[src/rtl/prescaled_counter.sv]
// Up/down modulo counter advanced by an internal prescaler strobe, with load, enable and tick/tc strobes.
// Optional feature macro: PRESCALED_COUNTER_SATURATE_EN (hold at the limits instead of wrapping).
module prescaled_counter #(
  parameter int     WIDTH    = 4,
  parameter longint MODULO   = 16,
  parameter int     PRESCALE = 2097152,
  parameter int     PS_WIDTH = $clog2(PRESCALE) + 1
) (
  input  logic             clk,
  input  logic             rst,
  input  logic             en,
  input  logic             up_dn,
  input  logic             load,
  input  logic [WIDTH-1:0] load_val,
  output logic [WIDTH-1:0] count,
  output logic             tick,
  output logic             tc
);

  localparam logic [WIDTH-1:0]    MAX_CNT = WIDTH'(MODULO - 1);
  localparam logic [PS_WIDTH-1:0] PS_LAST = PS_WIDTH'(PRESCALE - 1);

  logic [PS_WIDTH-1:0] ps_q, ps_d;
  logic [WIDTH-1:0]    count_q, count_d;
  logic                tick_q, tick_d;
  logic                tc_q, tc_d;
  logic                step;
  logic [WIDTH-1:0]    load_clamped;

  // MODULO may equal 2^WIDTH, so the range check is done at 64 bits.
  always_comb begin
    load_clamped = load_val;
    if (64'(load_val) >= 64'(MODULO)) begin
      load_clamped = MAX_CNT;
    end
  end

  assign step = en && !load && (ps_q == PS_LAST);

  always_comb begin
    ps_d    = ps_q;
    count_d = count_q;
    tick_d  = 1'b0;
    tc_d    = 1'b0;
    if (load) begin
      ps_d    = '0;
      count_d = load_clamped;
    end else if (en) begin
      if (step) begin
        ps_d   = '0;
        tick_d = 1'b1;
`ifdef PRESCALED_COUNTER_SATURATE_EN
        if (up_dn) begin
          if (count_q != MAX_CNT) begin
            count_d = count_q + WIDTH'(1);
            tc_d    = (count_q == MAX_CNT - WIDTH'(1));
          end
        end else begin
          if (count_q != '0) begin
            count_d = count_q - WIDTH'(1);
            tc_d    = (count_q == WIDTH'(1));
          end
        end
`else
        if (up_dn) begin
          if (count_q == MAX_CNT) begin
            count_d = '0;
            tc_d    = 1'b1;
          end else begin
            count_d = count_q + WIDTH'(1);
          end
        end else begin
          if (count_q == '0) begin
            count_d = MAX_CNT;
            tc_d    = 1'b1;
          end else begin
            count_d = count_q - WIDTH'(1);
          end
        end
`endif
      end else begin
        ps_d = ps_q + PS_WIDTH'(1);
      end
    end
  end

  always_ff @(posedge clk) begin
    if (rst) begin
      ps_q    <= '0;
      count_q <= '0;
      tick_q  <= 1'b0;
      tc_q    <= 1'b0;
    end else begin
      ps_q    <= ps_d;
      count_q <= count_d;
      tick_q  <= tick_d;
      tc_q    <= tc_d;
    end
  end

  assign count = count_q;
  assign tick  = tick_q;
  assign tc    = tc_q;

endmodule
[config.mk]
export PLATFORM = sky130hd
export DESIGN_NAME = prescaled_counter
export DESIGN_NICKNAME = d
export VERILOG_FILES = /design/src/rtl/prescaled_counter.sv
export SDC_FILE = /design/constraint.sdc
export NUM_CORES = 1
export LEC_CHECK = 0
export ABC_AREA = 1
export CAP_MARGIN = 10
export CORE_UTILIZATION = 35
export CTS_BUF_LIST = sky130_fd_sc_hd__clkbuf_16
export CTS_CLUSTER_DIAMETER = 80
export CTS_CLUSTER_SIZE = 25
export DETAILED_ROUTE_END_ITERATION = 16
export PLACE_DENSITY_LB_ADDON = 0.3
export SLEW_MARGIN = 20
export SYNTH_ARGS = -nofsm -noshare
export SYNTH_HDL_FRONTEND = slang
export SYNTH_SLANG_ARGS = --single-unit
[constraint.sdc]
create_clock -name clk -period 3.5 [get_ports clk]
set_input_delay 0.7 -clock clk [delete_from_list [all_inputs] [get_ports clk]]
set_output_delay 0.7 -clock clk [all_outputs]
set_load 0.01 [all_outputs]
==> impl_results.rst, run 1 <==
.. list-table::
   :header-rows: 1

   * - Metric
     - Value
   * - Via count of the first global-routing pass
     - 1358
   * - Maximum fanout count along the critical path
     - 9
   * - Overall die height
     - 70.04 um
   * - Number of warnings issued by yosys
     - 0
   * - Classification of the worst-slack hold path
     - flip-flop to flip-flop
   * - Hold buffer count at CTS
     - 0
   * - Total Die Area
     - 0.004906 mm^2
   * - Final weighted congestion in routability-driven placement
     - 0.8554
   * - Final Cycle Share
     - 61.81%
   * - Minimum clock period after layout
     - 2163 ps
   * - Portion of total power attributed to sequential cells
     - 44.9%
   * - Part of the total power dissipated in combinational logic
     - 8.4%
   * - Clock tree from TritonCTS
     - built
   * - Count of distinct cell types in the synthesized netlist
     - 28
   * - Async set-or-reset flop fraction in the synthesized netlist
     - 0%
   * - Wire length reported by the detailed router
     - 3.339 mm
   * - Net count of the mapped netlist
     - 241
   * - Largest net degree at the start of global routing
     - 17
   * - Placement Rows
     - 24
   * - Wirelength per Cell
     - 11.28 um
   * - Vias post-DR
     - 1432
   * - Count of state elements after synthesis
     - 28
   * - EDFF count, synth
     - 0
   * - Pins Over Slew Limit
     - 0
   * - Share of final-layout standard cells stronger than drive strength 1
     - 7.787%
   * - Die width
     - 70.04 um
   * - PostCTS Resize Cnt
     - 0
   * - Crit Path Category
     - input pin to flip-flop
   * - Number of cells produced by synthesis
     - 229
   * - Count of buffer and inverter cells on the critical path
     - 2
   * - Kind of capture point of the worst setup path
     - flip-flop
   * - Cell count of the worst reg-to-reg path
     - 9
   * - Area share of the leading cell type in the synthesized netlist
     - 34.59%
   * - Wire length on met3
     - 87 um
   * - Unrepaired setup endpoints after global routing
     - no
   * - Final setup violation count
     - 0
   * - Achievable frequency
     - 0.4623 GHz
   * - Dpl cell area
     - 0.001804 mm^2
   * - Clock transition at the registers of the reported paths
     - 70 ps
   * - Violation count after the first detailed-routing iteration
     - 60
   * - Count of antenna diodes in the layout
     - 0
   * - Tightest Pin Transition
     - 362.7 ps
   * - Setup total negative slack
     - 0 ps
   * - Number of buffers created by CTS
     - 3
   * - Register-to-register path setup slack
     - 1800 ps
   * - Highest metal layer used by the detailed router
     - met4
   * - Met2 layer wire length in the routed design
     - 1.489 mm
   * - Number of logic stages on the critical path including buffering
     - 6
   * - DRC errors left
     - 0
   * - Delay-heaviest family, CP
     - buffers and inverters
   * - Crit Reg-Reg Startpoint
     - ps_q[0]$_SDFFE_PP0P_
   * - Total global routing overflow
     - 0
   * - Post-synth design cell area
     - 0.001620 mm^2
   * - Most frequent cell after synthesis
     - nand2_1
   * - Data required, critical path
     - 3660 ps
   * - Post-DR vias/cell
     - 4.838
   * - Starting density of the core
     - 36.71%
   * - Launching element of the worst setup path
     - en
   * - Mean area per synthesized cell
     - 7.076 um^2
   * - Critical path data arrival time
     - 2330 ps
   * - End point of the critical path
     - ps_q[3]$_SDFFE_PP0P_
   * - Startpoint kind of the worst setup timing path
     - input pin
   * - Sequential share of the synthesized area
     - 34.59%
   * - Most used flip-flop cell after synthesis
     - dfxtp_1
   * - Fin area
     - 0.001909 mm^2
   * - Crit path largest cell delay
     - 650 ps
   * - Outcome
     - completed
   * - Areal power density over the cells
     - 383.6 mW/mm^2
   * - IR drop worst, VDD
     - 163.4 uV
   * - List of cells traversed by the critical path
     - clkdlybuf4s50_1 -> inv_1 -> nor4_4 -> nand4_2 -> nand2_4 -> nor2_1
   * - Worst rel slew slack
     - 75.79%
   * - Area Overhead vs Synth
     - 17.84%
   * - DRT met1 WL
     - 1.700 mm
   * - Max H-tree Level
     - 1
   * - Worst Clk Skew
     - 7.686 ps
   * - Nets
     - 257
   * - Initial antenna violation count
     - 0
   * - Static leakage
     - 0.7106 nW
   * - CTS Sinks
     - 28
   * - Number of buffers inserted to repair setup after CTS
     - 0
   * - Switching power share of the total
     - 21.03%
   * - Worst-skew pair later-pin latency
     - 270 ps
   * - Number of maximum-capacitance constraint violations
     - 0
   * - Most frequent cells after synthesis
     - nand2_1 (57), nor2_1 (39), dfxtp_1 (28)
   * - Dominant cells by area after synthesis
     - dfxtp_1 (35%), nand2_1 (13%), nor2_1 (9.0%)
   * - ANT nets after route
     - 0
   * - Number of buffer cells added on primary ports
     - 14
   * - Reg-to-reg critical path endpoint
     - ps_q[14]$_SDFFE_PP0P_
   * - Total power of the final layout
     - 0.0007325 W
   * - HPWL reported at the end of detailed placement
     - 2.541 mm
   * - First-pass GRT wire length
     - 6.058 mm
   * - I/O pin count
     - 15
   * - Post-placement cell count
     - 292
   * - Root Buffer
     - clkbuf_16
   * - Most area-hungry cell type in the Yosys netlist
     - dfxtp_1
   * - Aggregate global-route resource usage
     - 15.32%
   * - Internal Power
     - 0.0005785 W
   * - Portion of total power attributed to the clock network
     - 46.7%
   * - Post-Layout Cell Count
     - 296
   * - Area of the core region
     - 0.004414 mm^2
   * - Net switching power
     - 0.0001540 W
   * - Max stage delay cell, worst path
     - clkdlybuf4s50_1
   * - Number of optimization iterations in the first detailed-route pass
     - 4
   * - Buffer levels on the longest clock path
     - 2
   * - Worst Hold Margin
     - 495.7 ps
   * - Final Hold Fails
     - 0
[worst min path at each step]
stage,from,endpoint,slack [ps],cells after the start
after floorplan,ps_q[1]$_SDFFE_PP0P_,ps_q[1]$_SDFFE_PP0P_,460,2
after global placement,ps_q[1]$_SDFFE_PP0P_,ps_q[1]$_SDFFE_PP0P_,490,2
after detailed placement,ps_q[1]$_SDFFE_PP0P_,ps_q[1]$_SDFFE_PP0P_,480,2
after CTS,ps_q[1]$_SDFFE_PP0P_,ps_q[1]$_SDFFE_PP0P_,490,2
after global routing,ps_q[1]$_SDFFE_PP0P_,ps_q[1]$_SDFFE_PP0P_,540,2
final,ps_q[1]$_SDFFE_PP0P_,ps_q[1]$_SDFFE_PP0P_,500,2
[power by group through the flow]
| stage | clock, W | sequential [W] | combinational, W |
|---|---|---|---|
| 6_report | 0.000342 | 0.000329 | 0.0000615 |
| 5_1_grt | 0.000364 | 0.000330 | 0.0000693 |
| 4_1_cts | 0.000352 | 0.000329 | 0.0000621 |
| 3_5_place_dp | 0 | 0.000337 | 0.0000615 |
| 3_3_place_gp | 0 | 0.000337 | 0.0000614 |
| 2_1_floorplan | 0 | 0.000336 | 0.0000381 |
[final cells by class]
cell class,count,area (um^2)
multi-input combinational,176,955.9
clock inverter,1,30.03
tap,52,65.06
clock buffer,3,75.07
timing repair buffer,14,140.1
fill,468,2505
inverter,22,82.58
sequential,28,560.5
[per-stage QoR]
step           util [%]  worst slack [ps]
2_1_floorplan         -              1825
3_3_place_gp      40.87              1103
3_5_place_dp      40.87              1041
4_1_cts           43.25              1330
5_1_grt           43.25              1195
6_report          43.25              1337
[tightest hold or removal path, cell delays in order, from the launching register on]
cell and delay (ps):
dfxtp_1 330, nand2_1 70, a21oi_1 60
[flip-flops by register name, summed over array words and instances, names as in the netlist]
| signal | cells |
|---|---|
| count | 4 |
| ps_q | 22 |
| tc | 1 |
| tick | 1 |
[layout by cell type (no fill, tap or decap), drive strengths merged, types with 7 or more instances in the layout]
cell / instances
a21oi: 10
nor2: 44
nand4: 7
inv: 22
nand3: 19
xor2: 15
clkdlybuf4s50: 14
nor3: 8
nand2: 60
dfxtp: 28
[layer usage]
metal  vias to the layer above  global-route usage (%)
met5                         -                       0
met1                       645                   20.98
met3                         5                   2.309
met4                         0                   6.889
li1                        760                       -
met2                        22                   23.72
[kinds of logic (layout without fill, tap and decap cells)]
group,Yosys count,in the layout,synth area share (%)
and+or+nand+nor,141,141,42.86
DFF,28,28,34.59
xor gates and xnor gates,16,16,8.649
adders and majority gates,3,3,2.317
buffers and inverters,25,40,6.409
AOI/OAI and AO/OA,16,16,5.173
(Power assumes the default switching activity.)
==> run 2, diff against run 1 <==
- clock period: 3.5 -> 2.2 ns (I/O delays scaled with it)
==> run 2 against run 1 <==
  * Clock-buffer cell count unchanged
  * Sequential power up 59%
  * Largest cell class unchanged
  * Wire length fell by 1.7%
  * Largest power group unchanged
==> impl_results.rst, run 2 (synthesis gave the netlist of run 1 again) <==
.. list-table::
   :header-rows: 1

   * - Metric
     - Value
   * - Crit path largest cell delay
     - 590 ps (-60 ps)
   * - Crit Path Category
     - input pin to flip-flop
   * - Largest net degree at the start of global routing
     - 17 (unchanged)
   * - Startpoint kind of the worst setup timing path
     - input pin
   * - Number of buffers inserted to repair setup after CTS
     - 0 (unchanged)
   * - I/O pin count
     - 15 (unchanged)
   * - PostCTS Resize Cnt
     - 0 (unchanged)
   * - Setup total negative slack
     - 0 ps (unchanged)
   * - IR drop worst, VDD
     - 228.2 uV (+40%)
   * - Maximum fanout count along the critical path
     - 9 (unchanged)
   * - Final Hold Fails
     - 0 (unchanged)
   * - Root Buffer
     - clkbuf_16
   * - Worst-skew pair later-pin latency
     - 260 ps (about the same)
   * - Portion of total power attributed to the clock network
     - 46.1% (-0.6 points)
   * - Classification of the worst-slack hold path
     - flip-flop to flip-flop
   * - Data required, critical path
     - 2360 ps (-1300 ps)
   * - Via count of the first global-routing pass
     - 1361 (+0.22%)
   * - Unrepaired setup endpoints after global routing
     - no
   * - Wire length reported by the detailed router
     - 3.283 mm (-1.7%)
   * - Final-layout fill cell count
     - 452 (-3.4%)
   * - Total global routing overflow
     - 0 (unchanged)
   * - Number of optimization iterations in the first detailed-route pass
     - 4 (unchanged)
   * - HPWL reported at the end of detailed placement
     - 2.524 mm (-0.69%)
   * - Total Die Area
     - 0.004906 mm^2 (unchanged)
   * - Clock transition at the registers of the reported paths
     - 70 ps (about the same)
   * - Minimum clock period after layout
     - 1803 ps
   * - Net switching power
     - 0.0002379 W (+55%)
   * - Vias post-DR
     - 1436 (+0.28%)
   * - Achievable frequency
     - 0.5547 GHz
   * - Outcome
     - completed
   * - Max H-tree Level
     - 1 (unchanged)
   * - Max stage delay cell, worst path
     - clkdlybuf4s50_1
   * - Worst Clk Skew
     - 6.561 ps (-1.124 ps)
   * - Leading cell type in the layout, fill and taps excluded
     - nand2_1
   * - Share of final-layout standard cells stronger than drive strength 1
     - 8.907% (+1.1 points)
   * - Number of maximum-capacitance constraint violations
     - 0 (unchanged)
   * - Portion of total power attributed to sequential cells
     - 45.1% (+0.2 points)
   * - Critical path data arrival time
     - 1970 ps (-360 ps)
   * - Pins Over Slew Limit
     - 0 (unchanged)
   * - CTS Sinks
     - 28 (unchanged)
   * - Area of the core region
     - 0.004414 mm^2 (unchanged)
   * - Area Overhead vs Synth
     - 19.23%
   * - Hold buffer count at CTS
     - 0 (unchanged)
   * - Post-DR vias/cell
     - 4.803 (-0.73%)
   * - Violation count after the first detailed-routing iteration
     - 49 (-18%)
   * - Largest reg by FF count
     - ps_q
   * - Post-placement cell count
     - 295 (+1.0%)
   * - DRC errors left
     - 0 (unchanged)
   * - Internal Power
     - 0.0009237 W (+60%)
   * - Wirelength per Cell
     - 10.98 um (-2.7%)
   * - Part of the total power dissipated in combinational logic
     - 8.8% (+0.4 points)
   * - ANT nets after route
     - 0 (unchanged)
   * - Static leakage
     - 0.7251 nW (+2.0%)
   * - Final weighted congestion in routability-driven placement
     - 0.8354 (-2.3%)
   * - Areal power density over the cells
     - 601.3 mW/mm^2 (+57%)
   * - Die width
     - 70.04 um (unchanged)
   * - Final Cycle Share
     - 81.95%
   * - Kind of capture point of the worst setup path
     - flip-flop
   * - Commonest cells after routing, fill and taps aside
     - nand2_1 (57), nor2_1 (39), dfxtp_1 (28), inv_1 (22), nand3_1 (17)
   * - Clock tree from TritonCTS
     - built
   * - Aggregate global-route resource usage
     - 15.22% (-0.10 points)
   * - Area taken by flip-flops and latches
     - 560.5 um^2 (unchanged)
   * - Max FFs per register
     - 22 (unchanged)
   * - Multi-input logic area
     - 955.9 um^2 (unchanged)
   * - Number of buffers created by CTS
     - 3 (unchanged)
   * - Switching power share of the total
     - 20.48% (-0.54 points)
   * - First-pass GRT wire length
     - 6.085 mm (+0.45%)
   * - Buffer levels on the longest clock path
     - 2 (unchanged)
   * - Final setup violation count
     - 0 (unchanged)
   * - Worst rel slew slack
     - 72.83% (-3.0 points)
   * - Count of antenna diodes in the layout
     - 0 (unchanged)
   * - Initial antenna violation count
     - 0 (unchanged)
   * - Post-Layout Cell Count
     - 299 (+1.0%)
   * - Nets
     - 260 (+1.2%)
   * - List of cells traversed by the critical path
     - clkdlybuf4s50_1 -> inv_1 -> nor4_4 -> nand4_2 -> nand2_4 -> nor2_1
   * - Overall die height
     - 70.04 um (unchanged)
   * - Starting density of the core
     - 36.71% (unchanged)
   * - Placement Rows
     - 24 (unchanged)
   * - Tightest Pin Transition
     - 407.0 ps (+44.33 ps)
   * - Number of buffer cells added on primary ports
     - 14 (unchanged)
run 2: cell count changes in the layout (fill, tap and decap cells not counted), sizes merged:
cell | previous run | this run
buf | 0 | 3
run 2: power groups by stage:
| stage | registers, W | logic (W) | clock network, W |
|---|---|---|---|
| after floorplan | 0.000535 | 0.0000605 | 0 |
| final | 0.000524 | 0.000102 | 0.000536 |
| after global placement | 0.000535 | 0.000103 | 0 |
| after global routing | 0.000525 | 0.000116 | 0.000570 |
| after CTS | 0.000523 | 0.000104 | 0.000551 |
| after detailed placement | 0.000535 | 0.000102 | 0 |
run 2: final cells by class:
cell class                 instances  share of cell area, %
clock inverter                     1                  1.554
tap                               52                  3.368
multi-input combinational        176                  49.48
clock buffer                       3                  3.886
inverter                          22                  4.275
sequential                        28                  29.02
timing repair buffer              17                  8.420
run 2: metal layers:
layer  part of all wire, %  up-vias  GRT usage [%]
met1                    52      647          21.21
met2                    43       16          23.29
li1                      -      768              -
met3                   2.6        5          2.165
met5                     0        -              0
met4                   1.9        0          6.667
run 2: path summary, 6_finish.rpt:
check	start	end	slack, ps	cells past startpoint
worst min register to register	ps_q[1]$_SDFFE_PP0P_	ps_q[1]$_SDFFE_PP0P_	510	2
worst max-delay path	en	ps_q[13]$_SDFFE_PP0P_	400	6
worst max register to register	ps_q[0]$_SDFFE_PP0P_	count[3]$_SDFFE_PP0P_	540	9
worst min-delay path	ps_q[1]$_SDFFE_PP0P_	ps_q[1]$_SDFFE_PP0P_	510	2
run 2: worst max-delay path, delay by kind of cell:
kind                   cells  cell delay [ps]
buffers and inverters      2              750
AND/OR/NAND/NOR            4              780
run 2: per-stage QoR:
| stage | hold WS (ps) | utilization [%] | cell area, um^2 | worst slack, ps | power [W] |
|---|---|---|---|---|---|
| after floorplan | 461.9 | - | 1620 | 758.5 | 0.0005959 |
| after global placement | 492.5 | 41.38 | 1827 | 148.8 | 0.0006385 |
| after detailed placement | 495.3 | 41.38 | 1827 | 109.5 | 0.0006377 |
| after CTS | 505.8 | 43.76 | 1932 | 376.8 | 0.001178 |
| after global routing | 558.2 | 43.76 | 1932 | 234.5 | 0.001211 |
| final | 507.5 | 43.76 | 1932 | 397.2 | 0.001162 |
==> run 3, diff against run 2 <==
- clock period: 2.2 -> 1.65 ns (I/O delays scaled with it)
==> run 3 against run 2 <==
  * Wire length is 10% higher
  * Critical path type is now flip-flop to primary output
  * Flip-flop and latch count stayed put
  * Clock-buffer cell count stayed put
  * Sequential power is 33% higher
  * Combinational power is 58% higher
  * Highest routed layer unchanged
  * Total power is 36% higher
  * Largest power group unchanged
  * Clock skew is 3.2 ps lower
==> impl_results.rst, run 3 (synthesis gave the netlist of run 1 again) <==
.. list-table::
   :header-rows: 1

   * - Metric
     - Value
   * - Outcome
     - completed
   * - Max H-tree Level
     - 1 (unchanged)
   * - Area of the core region
     - 0.004414 mm^2 (unchanged)
   * - Maximum fanout count along the critical path
     - 6 (-3)
   * - Classification of the worst-slack hold path
     - flip-flop to flip-flop
   * - Portion of total power attributed to sequential cells
     - 44.2% (-0.9 points)
   * - Violation count after the first detailed-routing iteration
     - 75 (+53%)
   * - Largest reg by FF count
     - ps_q
   * - Net switching power
     - 0.0003283 W (+38%)
   * - ANT nets after route
     - 0 (unchanged)
   * - Fin area
     - 0.002133 mm^2 (+10%)
   * - First-pass GRT wire length
     - 6.423 mm (+5.6%)
   * - Final Hold Fails
     - 0 (unchanged)
   * - Max stage delay cell, worst path
     - clkdlybuf4s50_1
   * - Portion of total power attributed to the clock network
     - 45.6% (-0.5 points)
   * - Leading cell type in the layout, fill and taps excluded
     - nand2_1
   * - Delay-heaviest family, CP
     - buffers and inverters
   * - Clock transition at the registers of the reported paths
     - 70 ps (about the same)
   * - Post-layout util
     - 48.33% (+4.6 points)
   * - List of cells traversed by the critical path
     - clkdlybuf4s50_1
   * - Worst-skew pair later-pin latency
     - 260 ps (about the same)
   * - Crit path largest cell delay
     - 580 ps (about the same)
   * - Part of the total power dissipated in combinational logic
     - 10.2% (+1.4 points)
   * - HPWL reported at the end of detailed placement
     - 2.692 mm (+6.6%)
   * - Final setup violation count
     - 0 (unchanged)
   * - Via count of the first global-routing pass
     - 1441 (+5.9%)
   * - Area Overhead vs Synth
     - 31.66%
   * - I/O pin count
     - 15 (unchanged)
   * - Minimum clock period after layout
     - 1601 ps
   * - Total global routing overflow
     - 0 (unchanged)
   * - Buffer levels on the longest clock path
     - 2 (unchanged)
   * - Tightest Pin Transition
     - 300.4 ps (-106.6 ps)
   * - Number of buffer cells added on primary ports
     - 14 (unchanged)
   * - Worst rel slew slack
     - 79.82% (+7.0 points)
   * - Count of buffer and inverter cells on the critical path
     - 1 (-1)
   * - Max FFs per register
     - 22 (unchanged)
   * - Wire length reported by the detailed router
     - 3.627 mm (+10%)
   * - Clock tree from TritonCTS
     - built
   * - Placement Rows
     - 24 (unchanged)
   * - Count of antenna diodes in the layout
     - 0 (unchanged)
   * - Root Buffer
     - clkbuf_16
   * - Starting density of the core
     - 36.71% (unchanged)
   * - Number of buffers created by CTS
     - 3 (unchanged)
   * - Vias post-DR
     - 1523 (+6.1%)
   * - Static leakage
     - 0.8309 nW (+15%)
   * - Kind of capture point of the worst setup path
     - primary output
   * - Total Die Area
     - 0.004906 mm^2 (unchanged)
   * - Wirelength per Cell
     - 11.41 um (+3.9%)
   * - Worst Clk Skew
     - 3.345 ps (-3.216 ps)
   * - Aggregate global-route resource usage
     - 16.40% (+1.2 points)
   * - Die width
     - 70.04 um (unchanged)
   * - Post-DR vias/cell
     - 4.789 (-0.28%)
   * - Internal Power
     - 0.001246 W (+35%)
   * - Crit Path Category
     - flip-flop to primary output
   * - IR drop worst, VDD
     - 365.0 uV (+60%)
   * - Achievable frequency
     - 0.6246 GHz
   * - Startpoint kind of the worst setup timing path
     - flip-flop
   * - Largest net degree at the start of global routing
     - 17 (unchanged)
   * - Nets
     - 279 (+7.3%)
   * - DRC errors left
     - 0 (unchanged)
   * - Critical path data arrival time
     - 1270 ps (-700 ps)
   * - Number of buffers inserted to repair setup after CTS
     - 0 (unchanged)
   * - Setup total negative slack
     - 0 ps (unchanged)
   * - Final-layout fill cell count
     - 424 (-6.2%)
   * - Initial antenna violation count
     - 0 (unchanged)
   * - Area taken by flip-flops and latches
     - 565.5 um^2 (+0.89%)
   * - Areal power density over the cells
     - 738.2 mW/mm^2 (+23%)
   * - Number of optimization iterations in the first detailed-route pass
     - 4 (unchanged)
   * - Post-Layout Cell Count
     - 318 (+6.4%)
   * - CTS Sinks
     - 28 (unchanged)
   * - Commonest cells after routing, fill and taps aside
     - nand2_1 (54), nor2_1 (37), dfxtp_1 (24), inv_1 (22), buf_4 (20)
   * - Number of maximum-capacitance constraint violations
     - 0 (unchanged)
   * - Final Cycle Share
     - 97.04%
   * - Data required, critical path
     - 1320 ps (-1040 ps)
   * - Dpl cell area
     - 0.001962 mm^2 (+7.4%)
   * - Multi-input logic area
     - 0.001011 mm^2 (+5.8%)
   * - Switching power share of the total
     - 20.85% (+0.36 points)
   * - Post-placement cell count
     - 313 (+6.1%)
   * - Final weighted congestion in routability-driven placement
     - 0.8673 (+3.8%)
   * - Pins Over Slew Limit
     - 0 (unchanged)
   * - Overall die height
     - 70.04 um (unchanged)
   * - Share of final-layout standard cells stronger than drive strength 1
     - 19.92% (+11 points)
## run 3: cell types whose count changed in the layout (fill, tap and decap cells not counted), moves of 2 or more
cell and delta:
nand2_2 +3, nor2_1 -2, nor2_4 +2, nand2_1 -3, dfxtp_1 -4, buf_4 +17, dfxtp_2 +4
## run 3: repair_timing
item                                    4_1_cts  5_1_grt
endpoints found under the hold margin         0        0
hold buffers                                  0        0
gates resized for setup                       0       18
endpoints found under the setup margin        0       24
## run 3: cell type report
| class | instances | area share, % |
|---|---|---|
| clock buffers | 3 | 3.519 |
| clock inverters | 1 | 1.408 |
| inverters | 22 | 3.871 |
| multi-input cells | 177 | 47.39 |
| flip-flops and latches | 28 | 26.51 |
| well taps | 52 | 3.050 |
| repair buffers | 35 | 14.25 |
## run 3: through the flow
step | setup slack, ps | total power [W] | hold slack (ps)
after global placement | -157.6 | 0.0008656 | 474.9
final | 48.85 | 0.001575 | 478.7
after CTS | 3.429 | 0.001578 | 490.0
after global routing | -4.644 | 0.001643 | 485.3
after floorplan | 208.5 | 0.0007945 | 399.1
after detailed placement | -171.2 | 0.0008661 | 479.9
## run 3: worst paths after layout
kind / from / endpoint / slack, ps / depth (start not counted)
min reg2reg: ps_q[1]$_SDFFE_PP0P_ / ps_q[1]$_SDFFE_PP0P_ / 480 / 2
min: ps_q[1]$_SDFFE_PP0P_ / ps_q[1]$_SDFFE_PP0P_ / 480 / 2
max reg2reg: ps_q[1]$_SDFFE_PP0P_ / ps_q[21]$_SDFFE_PP0P_ / 90 / 8
max: count[1]$_SDFFE_PP0P_ / count[1] / 50 / 1
## run 3: layer usage
metal / routed length, um / part of all wire (%) / GRT usage, % / vias to the layer above
met3: 83 / 2.3 / 2.309 / 7
met2: 1642 / 45 / 25.43 / 15
li1: - / - / - / 809
met4: 88 / 2.4 / 8.444 / 0
met5: 0 / 0 / 0 / -
met1: 1812 / 50 / 22.09 / 692
## run 3: power by group through the flow
stage / Clock, W / Sequential, W / Combinational (W)
3_3_place_gp: 0 / 0.000711 / 0.000155
5_1_grt: 0.000763 / 0.000698 / 0.000182
6_report: 0.000718 / 0.000696 / 0.000161
2_1_floorplan: 0 / 0.000714 / 0.0000807
4_1_cts: 0.000726 / 0.000695 / 0.000156
3_5_place_dp: 0 / 0.000711 / 0.000155
